$ cat config.mk
export PLATFORM = sky130hd
export DESIGN_NAME = uart_tx_fifo
export DESIGN_NICKNAME = d
export VERILOG_FILES = /design/src/rtl/uart_pkg.sv /design/src/rtl/sync_fifo.sv /design/src/rtl/uart_tx_fifo.sv
export SDC_FILE = /design/constraint.sdc
export NUM_CORES = 1
export LEC_CHECK = 0
export ABC_AREA = 1
export CAP_MARGIN = 10
export CORE_MARGIN = 4
export CORE_UTILIZATION = 41
export DETAILED_ROUTE_END_ITERATION = 7
export PLACE_DENSITY = 0.64
export SYNTH_ARGS = -nofsm -noshare
export SYNTH_HDL_FRONTEND = slang
export SYNTH_SLANG_ARGS = --single-unit
$ cat constraint.sdc
create_clock -name clk -period 5.1 [get_ports clk]
set_input_delay 1.02 -clock clk [delete_from_list [all_inputs] [get_ports clk]]
set_output_delay 1.02 -clock clk [all_outputs]
set_load 0.1 [all_outputs]
$ cat src/rtl/uart_pkg.sv
// uart_pkg: serializer state encoding, 8N1 frame constants and the
// baud divisor helper shared by the UART blocks.
package uart_pkg;

    typedef enum logic [1:0] {
        TX_IDLE  = 2'd0,
        TX_START = 2'd1,
        TX_DATA  = 2'd2,
        TX_STOP  = 2'd3
    } tx_state_t;

    localparam int DATA_BITS = 8;
    localparam int STOP_BITS = 1;

    function automatic int clks_per_bit(input int clk_freq, input int baud);
        return clk_freq / baud;
    endfunction

endpackage

$ cat src/rtl/sync_fifo.sv
// sync_fifo: single-clock show-ahead FIFO with registered occupancy; a write
// is accepted while full when a read frees a slot on the same edge.
module sync_fifo #(
    parameter int WIDTH = 8,
    parameter int DEPTH = 16
) (
    input  logic                   clk,
    input  logic                   resetn,
    input  logic                   wr_en,
    input  logic [WIDTH-1:0]       wr_data,
    input  logic                   rd_en,
    output logic [WIDTH-1:0]       rd_data,
    output logic                   full,
    output logic                   empty,
    output logic [$clog2(DEPTH):0] level
);
    localparam int AW = $clog2(DEPTH);
    localparam logic [AW:0] FULL_LVL = DEPTH[AW:0];

    logic [WIDTH-1:0] r_mem [DEPTH];
    logic [AW-1:0]    r_wr_ptr;
    logic [AW-1:0]    r_rd_ptr;
    logic [AW:0]      r_level;
    logic             w_rd;
    logic             w_wr;

    assign w_rd    = rd_en && !empty;
    assign w_wr    = wr_en && (!full || w_rd);
    assign full    = r_level == FULL_LVL;
    assign empty   = r_level == '0;
    assign level   = r_level;
    assign rd_data = r_mem[r_rd_ptr];

    always_ff @(posedge clk)
        if (w_wr) r_mem[r_wr_ptr] <= wr_data;

    always_ff @(posedge clk) begin
        if (!resetn) begin
            r_wr_ptr <= '0;
            r_rd_ptr <= '0;
            r_level  <= '0;
        end else begin
            if (w_wr) r_wr_ptr <= r_wr_ptr + 1'b1;
            if (w_rd) r_rd_ptr <= r_rd_ptr + 1'b1;
            r_level <= r_level + {{AW{1'b0}}, w_wr} - {{AW{1'b0}}, w_rd};
        end
    end

endmodule

$ cat src/rtl/uart_tx_fifo.sv
// uart_tx_fifo: buffered 8N1 transmitter; bytes queue in a sync_fifo and are
// shifted out LSB-first on a registered, idle-high line.
module uart_tx_fifo
    import uart_pkg::*;
#(
    parameter int CLK_FREQ   = 27000000,
    parameter int BAUD       = 115200,
    parameter int FIFO_DEPTH = 16
) (
    input  logic                        clk,
    input  logic                        resetn,
    input  logic                        wr_en,
    input  logic [7:0]                  wr_data,
    input  logic                        ovf_clr,
    output logic                        full,
    output logic                        empty,
    output logic [$clog2(FIFO_DEPTH):0] level,
    output logic                        busy,
    output logic                        overflow,
    output logic                        uart_tx
);
    localparam int CLKS_PER_BIT = clks_per_bit(CLK_FREQ, BAUD);
    localparam int CW = $clog2(CLKS_PER_BIT);
    localparam logic [CW-1:0] LAST_CNT = CW'(CLKS_PER_BIT - 1);
    localparam logic [2:0] LAST_BIT = 3'(DATA_BITS - 1);

    tx_state_t     r_state;
    logic [CW-1:0] r_cnt;
    logic [2:0]    r_idx;
    logic [7:0]    r_shift;
    logic          r_tx;
    logic          r_ovf;
    logic [7:0]    w_head;
    logic          w_pop;
    logic          w_bit_end;

    sync_fifo #(.WIDTH(8), .DEPTH(FIFO_DEPTH)) u_fifo (
        .clk     (clk),
        .resetn  (resetn),
        .wr_en   (wr_en),
        .wr_data (wr_data),
        .rd_en   (w_pop),
        .rd_data (w_head),
        .full    (full),
        .empty   (empty),
        .level   (level)
    );

    assign w_pop     = (r_state == TX_IDLE) && !empty;
    assign w_bit_end = r_cnt == LAST_CNT;
    assign busy      = r_state != TX_IDLE;
    assign overflow  = r_ovf;
    assign uart_tx   = r_tx;

    // The line register follows the state one cycle late, so the start bit
    // appears on the edge after the pop.
    always_ff @(posedge clk) begin
        if (!resetn) begin
            r_state <= TX_IDLE;
            r_cnt   <= '0;
            r_idx   <= '0;
            r_shift <= '0;
            r_tx    <= 1'b1;
            r_ovf   <= 1'b0;
        end else begin
            r_tx  <= (r_state == TX_START) ? 1'b0 : (r_state == TX_DATA) ? r_shift[0] : 1'b1;
            r_ovf <= (wr_en && full && !w_pop) ? 1'b1 : ovf_clr ? 1'b0 : r_ovf;
            case (r_state)
                TX_IDLE: if (w_pop) begin
                    r_shift <= w_head;
                    r_cnt   <= '0;
                    r_state <= TX_START;
                end
                TX_START: if (w_bit_end) begin
                    r_cnt   <= '0;
                    r_idx   <= '0;
                    r_state <= TX_DATA;
                end else r_cnt <= r_cnt + 1'b1;
                TX_DATA: if (w_bit_end) begin
                    r_cnt   <= '0;
                    r_shift <= r_shift >> 1;
                    r_idx   <= r_idx + 1'b1;
                    if (r_idx == LAST_BIT) r_state <= TX_STOP;
                end else r_cnt <= r_cnt + 1'b1;
                TX_STOP: if (w_bit_end) begin
                    r_cnt   <= '0;
                    r_state <= TX_IDLE;
                end else r_cnt <= r_cnt + 1'b1;
                default: r_state <= TX_IDLE;
            endcase
        end
    end

endmodule

==> flow_summary.ini <==
[cells_and_area]
ff_latch_area_um2 = 4650
drive_gt1_share_pct = 5.40
antenna_cells = 0
area_growth_pct = 13.9
fill_cells = 1652
multiInputGateArea_um2 = 2260
nets = 817

[sta]
hold_viol = 0
fmax_mhz = 287
finalClockSkew_ns = 0.00903
whs_ns = 0.468
fin_crit_ns = 3.49
tns_ns = 0
rsz0062_at_grt = no
worstMarginPinSlew_ns = 1.06
finalSetupViolations = 0
finalMaxSlewViolations = 0
finalCritPeriodShare_pct = 68.4
slew_headroom_pct = 29.2

[synthesis]
yosys.area.top_type = edfxtp_1
synth-edff-count = 128
syn_avg_cell_area_um2 = 9.61
ys_types = 36
syn-cell-area_um2 = 7420
yosysTopAreaCellShare_pct = 51.8
ys_seq_elements = 168
syn_nets = 805
syn-instance-count = 772
ys_async_sr_fraction_pct = 0
yosysSeqAreaShare_pct = 62.6
ys.flop_type = edfxtp_1
synth_area_leaders = edfxtp_1 (52%), nand2_1 (11%), dfxtp_1 (11%)
yosys_warnings = 0
synthTopCellsByCount = nand2_1 (226), edfxtp_1 (128), inv_1 (96)
yosysMostFrequentCell = nand2_1

[clock_network]
cts_hold_buf = 0
ctsResizeCount = 0
htree_levels = 4
post_cts_buffers = 0
cts_tree = done
cts_buffers = 17
root_buffer = clkbuf_16
clock_latency_ns = 0.43
clk_pin_slew_ns = 0.06
clkSinkCount = 168
clockBufferDepth = 2

[worst_hold_path]
holdPathStages = 2
hp-class = flop to flop

[global_route]
grt_usage_pct = 16.3
antenna_found_initial = 0
grt_util_met3_pct = 2.69
gr-usage-met1_pct = 22.1
overflow = 0
gr-max-usage-layer = met2
use_met2_pct = 26.3
grt_max_degree = 69
grt_pass1_wl_mm = 25.5
grt_pass1_vias = 4886

[placed_design]
gp_congestion = 0.807
io_buffer_count = 21
dp_hpwl_mm = 10.0

[pwr]
switching_share_pct = 36.6
p_seq_share_pct = 35.7
comb_power_share_pct = 33.1
leakage_nw = 3.44
pwr_density_cell_nw_per_um2 = 545
power.internal_mw = 2.92
ir_drop_mv = 0.285
p_switching_mw = 1.68
p_clk_share_pct = 31.2

[floorplan]
io_pins = 22
die_h_um = 142
dieArea_um2 = 20300
coreArea_um2 = 17500
initial_core_util_pct = 42.3
rows = 48
die_width_um = 142

[worst_setup_path]
worst-setup-path-type = flop to output port
cp.required_ns = 4.08
start_kind = flop
end_kind = output port
worst_ep_arrival_time_ns = 2.47
crit_path_max_fanout = 5
r2r_cells = 13

[routing]
drtIter0Drc = 490
wl_per_cell_um = 15.6
drcViolationCount = 0
vias = 5036
drt-total-wl_mm = 15.9
viasPerCell = 4.93
ant_nets = 0
drt_pass1_iterations = 5

[status]
status = finished clean

[flow_run]
max_cap_viol_count = 0
## cell type report
class	instances	area share (%)
Clock buffer	19	5.13
Clock inverter	13	2.68
Inverter	99	4.40
Multi-Input combinational cell	475	26.8
Sequential cell	168	55.0
Tap cell	225	3.33
Timing Repair Buffer	23	2.67
## registers in the layout (all words and copies together), names as in the netlist, named ones only
register	flops
r_cnt	8
u_fifo.r_rd_ptr	4
r_shift	8
u_fifo.level	5
r_idx	3
u_fifo.r_mem	128
r_state	2
uart_tx	1
u_fifo.r_wr_ptr	4
overflow	1
## cells in the final DEF, fill, tap and decap left out, types with 2 or more instances in the layout
master	synthesis	layout
xor2_1	2	2
o22ai_1	2	2
nor2_1	60	60
dfxtp_1	40	39
ha_1	20	20
nor2_2	2	2
nand2_2	2	2
buf_4	1	2
nand3_1	94	94
clkbuf_1	11	2
clkbuf_16	0	17
bufinv_16	0	6
o211ai_1	3	3
clkinv_4	0	2
nand4_1	2	2
clkinv_1	2	3
inv_1	96	96
clkinvlp_4	0	2
o21ai_0	22	22
edfxtp_1	128	128
nand2_1	226	226
clkdlybuf4s50_1	0	21
a21oi_2	2	2
a21oi_1	25	25
## per-stage QoR
stage / setup slack (ns) / std cells / utilization, % / total power [mW] / instance area [µm²]
after floorplan: 1.45 / 772 / - / 2.82 / 7420
after global placement: 2.03 / 990 / 44.4 / 3.19 / 7790
after detailed placement: 2.03 / 990 / 44.4 / 3.19 / 7790
after CTS: 1.60 / 1022 / 48.2 / 4.62 / 8450
after global routing: 1.51 / 1022 / 48.2 / 4.87 / 8450
final: 1.61 / 1022 / 48.2 / 4.60 / 8450
## cells by family after synthesis
logic type	synth area share (%)
xor gates and xnor gates	0.354
and+or+nand+nor	22.1
DFF	62.6
AOI/OAI and AO/OA	4.42
adders and majority gates	3.64
buffers and inverters	6.87
## path summary, 6_finish.rpt
kind                               from                          to  slack [ns]
max             r_state[0]$_SDFFE_PN0P_                        busy        1.61
min             r_shift[0]$_SDFFE_PN0P_     r_shift[0]$_SDFFE_PN0P_        0.47
min reg2reg     r_shift[0]$_SDFFE_PN0P_     r_shift[0]$_SDFFE_PN0P_        0.47
max reg2reg  u_fifo.level[3]$_SDFF_PN0_  u_fifo.level[4]$_SDFF_PN0_        2.51
## per-layer routing
metal | wire length [µm] | vias up
li1 | - | 2552
met1 | 7260 | 2321
met2 | 7520 | 135
met3 | 812 | 28
met4 | 336 | 0
met5 | 0 | -
## critical path, cell delays in order, from the launching register on
cell and delay, ns:
dfxtp_1 0.36, inv_1 0.10, ha_1 0.27, inv_1 0.16, clkdlybuf4s50_1 1.16
## power groups by stage
stage | logic [mW] | clock network (mW) | registers, mW
2_1_floorplan | 1.03 | 0 | 1.79
3_3_place_gp | 1.52 | 0 | 1.67
3_5_place_dp | 1.52 | 0 | 1.67
4_1_cts | 1.53 | 1.45 | 1.64
5_1_grt | 1.71 | 1.50 | 1.66
6_report | 1.52 | 1.44 | 1.64
(Power assumes the default switching activity.)
